**src/rtl/qspi_xfer_seq.sv**
```systemverilog
// qspi_xfer_seq: QSPI command-header sequencer.
// Issues one single-IO header per request: a command byte, optional
// address bytes (MSB first), then optional dummy clocks. It drives the
// 8-bit command shift register through load/shift strobes and generates
// the mode-0 sclk and the chip select.
//
// Ports:
//   clk, rst_n          HCLK and asynchronous active-low reset
//   i_start             request pulse, sampled only while o_busy=0
//   i_cmd, i_addr,      request payload, captured when i_start is accepted
//   i_addr_en,
//   i_dummy_cycles
//   o_busy              transfer in progress, incl. chip-select idle time
//   o_done              one-cycle pulse in the cycle cs_n returns high
//   o_cs_n, o_sclk      flash chip select (active low) and SPI clock
//   o_sr_data           byte presented to the shift register
//   o_sr_load           load strobe to the shift register
//   o_sr_shift_en       shift strobe to the shift register
module qspi_xfer_seq #(
   parameter int unsigned CLK_DIV    = 2,
   parameter int unsigned ADDR_BYTES = 3
) (
   input  logic        clk,
   input  logic        rst_n,
   input  logic        i_start,
   input  logic [7:0]  i_cmd,
   input  logic [31:0] i_addr,
   input  logic        i_addr_en,
   input  logic [3:0]  i_dummy_cycles,
   output logic        o_busy,
   output logic        o_done,
   output logic        o_cs_n,
   output logic        o_sclk,
   output logic [7:0]  o_sr_data,
   output logic        o_sr_load,
   output logic        o_sr_shift_en
);

   localparam logic [2:0] S_IDLE   = 3'd0;
   localparam logic [2:0] S_SETUP  = 3'd1;
   localparam logic [2:0] S_SHIFT  = 3'd2;
   localparam logic [2:0] S_DUMMY  = 3'd3;
   localparam logic [2:0] S_HOLD   = 3'd4;
   localparam logic [2:0] S_CSIDLE = 3'd5;

   localparam int unsigned DIV_W      = 8;
   localparam logic [DIV_W-1:0] DIV_LAST = DIV_W'(CLK_DIV - 1);
   localparam logic [2:0] LAST_ADDR_IDX  = 3'(ADDR_BYTES);
   // Left-justify the used address bytes so the next byte is always [31:24].
   localparam int unsigned ADDR_ALIGN = 8 * (4 - ADDR_BYTES);

   logic [2:0]       r_state,     w_state_nxt;
   logic [DIV_W-1:0] r_div_cnt,   w_div_nxt;
   logic [2:0]       r_bit_cnt,   w_bit_nxt;
   logic [2:0]       r_byte_cnt,  w_byte_nxt;
   logic [3:0]       r_dcnt,      w_dcnt_nxt;
   logic [31:0]      r_addr,      w_addr_nxt;
   logic             r_addr_en,   w_addr_en_nxt;
   logic [3:0]       r_dummy,     w_dummy_nxt;
   logic             r_busy,      w_busy_nxt;
   logic             r_done,      w_done_nxt;
   logic             r_cs_n,      w_cs_n_nxt;
   logic             r_sclk,      w_sclk_nxt;
   logic [7:0]       r_sr_data,   w_sr_data_nxt;
   logic             r_sr_load,   w_sr_load_nxt;
   logic             r_sr_shift,  w_sr_shift_nxt;

   logic             w_tick;
   logic [2:0]       w_last_byte;

   assign w_tick      = (r_div_cnt == DIV_LAST);
   assign w_last_byte = r_addr_en ? LAST_ADDR_IDX : 3'd0;

   // State and output registers.
   always_ff @(posedge clk or negedge rst_n) begin
      if (!rst_n) begin
         r_state    <= S_IDLE;
         r_div_cnt  <= '0;
         r_bit_cnt  <= '0;
         r_byte_cnt <= '0;
         r_dcnt     <= '0;
         r_addr     <= '0;
         r_addr_en  <= 1'b0;
         r_dummy    <= '0;
         r_busy     <= 1'b0;
         r_done     <= 1'b0;
         r_cs_n     <= 1'b1;
         r_sclk     <= 1'b0;
         r_sr_data  <= '0;
         r_sr_load  <= 1'b0;
         r_sr_shift <= 1'b0;
      end else begin
         r_state    <= w_state_nxt;
         r_div_cnt  <= w_div_nxt;
         r_bit_cnt  <= w_bit_nxt;
         r_byte_cnt <= w_byte_nxt;
         r_dcnt     <= w_dcnt_nxt;
         r_addr     <= w_addr_nxt;
         r_addr_en  <= w_addr_en_nxt;
         r_dummy    <= w_dummy_nxt;
         r_busy     <= w_busy_nxt;
         r_done     <= w_done_nxt;
         r_cs_n     <= w_cs_n_nxt;
         r_sclk     <= w_sclk_nxt;
         r_sr_data  <= w_sr_data_nxt;
         r_sr_load  <= w_sr_load_nxt;
         r_sr_shift <= w_sr_shift_nxt;
      end
   end

   // Next-state and next-output logic.
   always_comb begin
      w_state_nxt    = r_state;
      w_div_nxt      = '0;
      w_bit_nxt      = r_bit_cnt;
      w_byte_nxt     = r_byte_cnt;
      w_dcnt_nxt     = r_dcnt;
      w_addr_nxt     = r_addr;
      w_addr_en_nxt  = r_addr_en;
      w_dummy_nxt    = r_dummy;
      w_busy_nxt     = r_busy;
      w_done_nxt     = 1'b0;
      w_cs_n_nxt     = r_cs_n;
      w_sclk_nxt     = r_sclk;
      w_sr_data_nxt  = r_sr_data;
      w_sr_load_nxt  = 1'b0;
      w_sr_shift_nxt = 1'b0;

      case (r_state)
         S_IDLE: begin
            if (i_start) begin
               w_addr_nxt    = i_addr << ADDR_ALIGN;
               w_addr_en_nxt = i_addr_en;
               w_dummy_nxt   = i_dummy_cycles;
               w_cs_n_nxt    = 1'b0;
               w_busy_nxt    = 1'b1;
               w_sclk_nxt    = 1'b0;
               w_sr_load_nxt = 1'b1;
               w_sr_data_nxt = i_cmd;
               w_state_nxt   = S_SETUP;
            end
         end
         S_SETUP: begin
            if (w_tick) begin
               w_bit_nxt   = '0;
               w_byte_nxt  = '0;
               w_state_nxt = S_SHIFT;
            end
         end
         S_SHIFT: begin
            if (w_tick) begin
               w_sclk_nxt = ~r_sclk;
               // All strobe/phase decisions happen on the falling sclk edge.
               if (r_sclk) begin
                  if (r_bit_cnt != 3'd7) begin
                     w_sr_shift_nxt = 1'b1;
                     w_bit_nxt      = r_bit_cnt + 3'd1;
                  end else if (r_byte_cnt < w_last_byte) begin
                     w_sr_load_nxt = 1'b1;
                     w_sr_data_nxt = r_addr[31:24];
                     w_addr_nxt    = {r_addr[23:0], 8'h00};
                     w_byte_nxt    = r_byte_cnt + 3'd1;
                     w_bit_nxt     = '0;
                  end else if (r_dummy != 4'd0) begin
                     w_dcnt_nxt  = '0;
                     w_state_nxt = S_DUMMY;
                  end else begin
                     w_state_nxt = S_HOLD;
                  end
               end
            end
         end
         S_DUMMY: begin
            if (w_tick) begin
               w_sclk_nxt = ~r_sclk;
               if (r_sclk) begin
                  if (r_dcnt == r_dummy - 4'd1) begin
                     w_state_nxt = S_HOLD;
                  end else begin
                     w_dcnt_nxt = r_dcnt + 4'd1;
                  end
               end
            end
         end
         S_HOLD: begin
            if (w_tick) begin
               w_cs_n_nxt  = 1'b1;
               w_done_nxt  = 1'b1;
               w_state_nxt = S_CSIDLE;
            end
         end
         S_CSIDLE: begin
            if (w_tick) begin
               w_busy_nxt  = 1'b0;
               w_state_nxt = S_IDLE;
            end
         end
         default: begin
            w_state_nxt = S_IDLE;
         end
      endcase

      // Half-period counter restarts on every state entry and idles at zero.
      if ((w_state_nxt != r_state) || (r_state == S_IDLE) || w_tick) begin
         w_div_nxt = '0;
      end else begin
         w_div_nxt = r_div_cnt + DIV_W'(1);
      end
   end

   assign o_busy        = r_busy;
   assign o_done        = r_done;
   assign o_cs_n        = r_cs_n;
   assign o_sclk        = r_sclk;
   assign o_sr_data     = r_sr_data;
   assign o_sr_load     = r_sr_load;
   assign o_sr_shift_en = r_sr_shift;

endmodule

```
**config.mk**
```make
export PLATFORM = sky130hd
export DESIGN_NAME = qspi_xfer_seq
export DESIGN_NICKNAME = d
export VERILOG_FILES = /design/src/rtl/qspi_xfer_seq.sv
export SDC_FILE = /design/constraint.sdc
export NUM_CORES = 1
export LEC_CHECK = 0
export BUFFER_PORTS_ARGS = -buffer_cell sky130_fd_sc_hd__buf_2
export CAP_MARGIN = 20
export CORE_MARGIN = 2
export CORE_UTILIZATION = 26
export DETAILED_ROUTE_END_ITERATION = 10
export GPL_TIMING_DRIVEN = 0
export PLACE_DENSITY_LB_ADDON = 0.2
export SYNTH_ARGS = -nofsm -noshare
export SYNTH_HDL_FRONTEND = slang
export SYNTH_SLANG_ARGS = --single-unit
```
**constraint.sdc**
```tcl
create_clock -name clk -period 2.7 [get_ports clk]
set_input_delay 0.135 -clock clk [delete_from_list [all_inputs] [get_ports clk]]
set_output_delay 0.135 -clock clk [all_outputs]
set_load 0.02 [all_outputs]
```
### After elaboration in Yosys (flattened, before gate mapping)

Cells that the tools add are included.

| storage, ports and cells | value |
|---|---|
| bits in registers | 72 |
| output and inout port bits | 14 |
| input bits | 48 |
| logic and storage cells | 132 |

| operators by class | value |
|---|---|
| muxes and demuxes | 67 |
| reduce and logical (&&, ||, !) cells | 19 |
| add/subtract/negate cells | 5 |
| bitwise logic cells | 1 |
| equality and inequality tests | 24 |
| magnitude comparators | 1 |

Operators by type and width:

| operator | number |
|---|---|
| 32-bit two-way mux | 5 |
| 32-bit one-hot mux with 2 select lines | 1 |
| 3-bit two-way mux | 21 |
| 8-bit two-way mux | 6 |
| 4-bit two-way mux | 8 |
| 2-bit != test (second input constant) | 13 |
| 3-bit one-hot mux with 6 select lines | 1 |
| 1-bit two-way mux | 16 |
| 8-bit one-hot mux with 2 select lines | 1 |
| 3-bit one-hot mux with 2 select lines | 2 |
| 6-bit AND reduction | 2 |
| 2-bit nonzero test | 6 |
| 3-bit AND reduction | 3 |
| 9-bit AND reduction | 1 |
| 8-bit by 1-bit adder with 8-bit output (second input constant) | 1 |
| 8-bit by 1-bit == test with 1-bit output (second input constant) | 1 |
| 1-bit one-hot mux with 2 select lines | 4 |
| 4-bit one-hot mux with 2 select lines | 1 |
| 3-bit by 1-bit adder with 3-bit output (second input constant) | 2 |
| 3-bit by 2-bit == test with 1-bit output (second input constant) | 2 |
| 3-bit == test (second input constant) | 2 |
| 3-bit != test (second input constant) | 2 |
| 5-bit AND reduction | 1 |
| 4-bit by 1-bit adder with 4-bit output (second input constant) | 1 |
| 13 further kinds | 14 |

### Depth between registers and ports, before layout

| logic depth | value |
|---|---|
| depth in word-level cells | 11 |
| gate-level depth with buffers | 10 |
| gate-level depth less buffers | 9 |

### Least setup slack after synthesis

Ideal clock, no wire load.

| timing path | value |
|---|---|
| path type | register to register |
| start point | register r_dummy[0] |
| end point | register r_state[0] |
| clock period less this slack | 1945 ps |
| path buffers | 1 |
| data required time | 2569 ps |
| cell stages (with the launch flop) | 9 |
| library setup time | 131 ps |
| data arrival time | 1813 ps |
| setup slack | 755 ps |
| cells stage by stage | dfrtp_1 inv_1 ha_1 xor3_1 nor3_2 and2_4 buf_6 a211oi_1 or3_1 |

| between the ends | value |
|---|---|
| longest elaborated chain between the ends | 7 |
| elaborated cells between the ends (all ways) | 12 |
| those cells by class | 1 x add/sub; 1 x eq/ne; 9 x mux; 1 x reduce/logical |

RTL lines:

| what | line | RTL |
|---|---|---|
| start, declared | 59 | `logic [3:0] r_dummy, w_dummy_nxt;` |
| start signal, assigned | 100 | `r_dummy <= w_dummy_nxt;` |
| branches (longest 6 deep; another with 4-bit by 1-bit subtractor with 4-bit output) | n/a |  |
| 3-bit one-hot mux with 6 select lines (*) | 129 | `case (r_state)` |
| named net w_state_nxt[0] | 52 | `logic [2:0] r_state, w_state_nxt;` |
| end signal, assigned | 93 | `r_state <= w_state_nxt;` |
| end, declared | 52 |  |

Mark *: on every way through the listed nets, which the timed path passes.
A chain may end at the register's enable or synchronous reset.

### Final worst setup path

| timing path | value |
|---|---|
| start point | register r_bit_cnt[0] |
| end point | register r_dcnt[2] |

| between the ends | value |
|---|---|
| longest elaborated chain between the ends | 3 |

RTL lines:

| what | line | RTL |
|---|---|---|
| start, declared | 54 | `logic [2:0] r_bit_cnt, w_bit_nxt;` |
| start signal, assigned | 95 | `r_bit_cnt <= w_bit_nxt;` |
| 3-bit != test | 155 | `if (r_bit_cnt != 3'd7) begin` |
| 2-bit != test (no source line) | n/a |  |
| 9-bit AND reduction (no source line) | n/a |  |
| end signal, assigned | 97 | `r_dcnt <= w_dcnt_nxt;` |
| end, declared | 56 | `logic [3:0] r_dcnt, w_dcnt_nxt;` |

Every way passes these cells.

==> impl_metrics.toml <==
[clocking]
cts_tree = "built"
clkTransAtPathRegs_ns = 0.05
clock_path_buffers = 2
clock_sinks = 64
h-tree-depth = 3
ctsResizeCount = 0
clock-root-buffer = "clkbuf_16"
clkLatencyLatePin_ns = 0.33
numCtsBuffers = 9

[yosys]
synth_top_area_share = 0.5002
yosysSeqAreaShare = 0.5085
syn_area_um2 = 3152
avgSynthCellArea_um2 = 9.297
synth-edff-count = 0
ys_ff_latch = 64
synthArstFlopShare = 1.000
synth_cell_types = 51
netlist_instances = 339
synth_fp_nets = 395
synth_top_area_cell = "dfrtp_1"
synth_commonest_cells = "nand2_1 (71), dfrtp_1 (63), nor2_1 (38)"
synthFlopType = "dfrtp_1"
synth_area_leaders = "dfrtp_1 (50%), nand2_1 (8.5%), a31oi_1 (5.6%)"
synth_most_common_cell = "nand2_1"
yosysWarnings = 0

[placement]
placedCellCount = 539
place_congestion = 0.7779
place_area_um2 = 3603
dp_hpwl_um = 5714
portBuffers = 53

[timing]
grt_setup_unrepaired = "no"
setup_viol = 0
min_period_over_period = 0.8794
max_freq_ghz = 0.4212
min_period_ns = 2.374
tightestPinTransition_ns = 0.8367
clock-skew-final_ns = 0.006848
tns_ns = 0
slew_viol_final = 0
relSlewSlack = 0.4422
hold_viol = 0

[final_layout]
layout-drive-gt1-share = 0.2077
area_delta_synth_final_pct = 25.72
nFillCells = 1273
final_cells = 561
n_antenna_cell = 0
fin_nets = 465
final_area_um2 = 3963

[outcome]
status = "finished clean"

[pwr]
power.leakage_uw = 0.001831
power_uw = 4483
powerDensity_nw_per_um2 = 1131
vdd_drop_max_v = 0.0004140

[floorplan]
initial_core_util = 0.2646
die_area_um2 = 13020
dieWidth_um = 114.1
io_pins = 62
core_um2 = 11910
die_h_um = 114.1
rows = 40

[global_route]
overflow = 0
grt_pass1_vias = 2614
grt_pass1_wl_um = 13460
grt_most_used_layer = "met2"
grt_use_met3 = 0.03812
grt_start_max_net_pins = 65
use_met2 = 0.2020
grt_usage = 0.1349
grt_use_met1 = 0.1856
antenna_found_initial = 0

[critical_path]
cp-start-kind = "flip-flop"
cp-end-kind = "flip-flop"
cp.arrival_ns = 2.62
cp_max_fo = 7
required_ns = 2.95
critPathKind = "reg -> reg"

[drt]
drtAntennaViolNets = 0
drt_pre_antenna_iters = 4
remaining_drc_errors = 0
vias = 2631
drt-total-wl_um = 8012
routed_via_density = 4.690
drtIter0Drc = 198
wl_per_cell_um = 14.28

[hold_path]
hp-class = "in -> reg"

[job]
cap_violations = 0
## final timing paths
| kind | from | end | slack, ns | depth (start not counted) |
|---|---|---|---|---|
| min in group asynchronous | rst_n | o_done$_DFF_PN0_ | 0.45 | 2 |
| min | i_addr[4] | r_addr[12]$_DFFE_PN0P_ | 0.03 | 2 |
| min reg2reg | r_addr[9]$_DFFE_PN0P_ | r_addr[9]$_DFFE_PN0P_ | 0.51 | 1 |
| max in group asynchronous | rst_n | o_sr_data[3]$_DFFE_PN0P_ | 1.70 | 2 |
| max | r_bit_cnt[0]$_DFFE_PN0P_ | r_dcnt[2]$_DFFE_PN0P_ | 0.33 | 7 |
| max reg2reg | r_bit_cnt[0]$_DFFE_PN0P_ | r_dcnt[2]$_DFFE_PN0P_ | 0.33 | 7 |
## metal layers
metal	routed length, µm	up-vias
met2	3520	44
met1	4141	1260
met5	0	-
li1	-	1319
met3	223	8
met4	127	0
## stage by stage
stage | utilization | hold slack [ns] | worst slack, ns
2_1_floorplan | - | -0.1606 | 0.7552
3_3_place_gp | 0.3023 | 0.3300 | 0.3495
3_5_place_dp | 0.3025 | 0.3005 | 0.3277
4_1_cts | 0.3327 | 0.01396 | 0.3275
5_1_grt | 0.3327 | 0.01397 | 0.05154
6_report | 0.3327 | 0.02701 | 0.3256
## registers in the layout (all words and copies together), names as in the netlist, 3 cells and up
signal and count:
r_dummy 4, r_bit_cnt 3, r_state 3, r_addr 24
o_sr_data 8, r_div_cnt 8, r_byte_cnt 3, r_dcnt 4
## power by group
part / total, µW / switching (µW) / internal (µW) / leakage (µW)
clock: 1170 / 435 / 738 / 0.000145
combinational: 1740 / 1060 / 680 / 0.000903
sequential: 1570 / 245 / 1330 / 0.000783
## worst max-delay path, cell delays in order (launching register included)
cell	delay, ns
dfrtp_1	0.36
ha_1	0.16
ha_1	0.23
nand2_1	0.06
o21ai_0	0.48
a21oi_1	0.30
or4_1	0.53
a21oi_1	0.17
## what timing repair did
| item | in CTS | in global routing |
|---|---|---|
| hold buffers | 6 | 0 |
| buffers inserted | 0 | 0 |
| hold endpoints to repair | 68 | 0 |
## cells in the final DEF (no fill, tap or decap), types with 6 or more instances in the layout
cell / n
nor3_1: 6
nand3_1: 6
a31oi_1: 28
buf_2: 57
inv_1: 11
clkbuf_16: 9
dfrtp_1: 63
nor2_1: 38
ha_1: 8
o21ai_0: 11
clkbuf_1: 11
a21oi_1: 9
dlygate4sd3_1: 6
a22o_1: 9
nand2_1: 71
## final cells by class
cell class	count	area [µm²]	area share
Inverter	12	45.04	0.01137
Clock inverter	5	56.30	0.01421
Timing Repair Buffer	59	327.8	0.08273
Tap cell	147	183.9	0.04642
Multi-Input combinational cell	244	1411	0.3562
Clock buffer	11	242.7	0.06126
Sequential cell	64	1603	0.4045
Buffer	19	92.59	0.02337
## kinds of logic (layout without fill, tap and decap cells)
group | Yosys count | after routing | synth area share
buf+inv | 31 | 106 | 0.04366
xor+xnor | 11 | 11 | 0.03533
simple gates | 152 | 152 | 0.2251
fa+ha+maj | 8 | 8 | 0.03176
compound gates | 70 | 70 | 0.1457
mux | 3 | 3 | 0.009925
flops | 64 | 64 | 0.5085
Note: power is estimated with default switching activity, not from simulation.
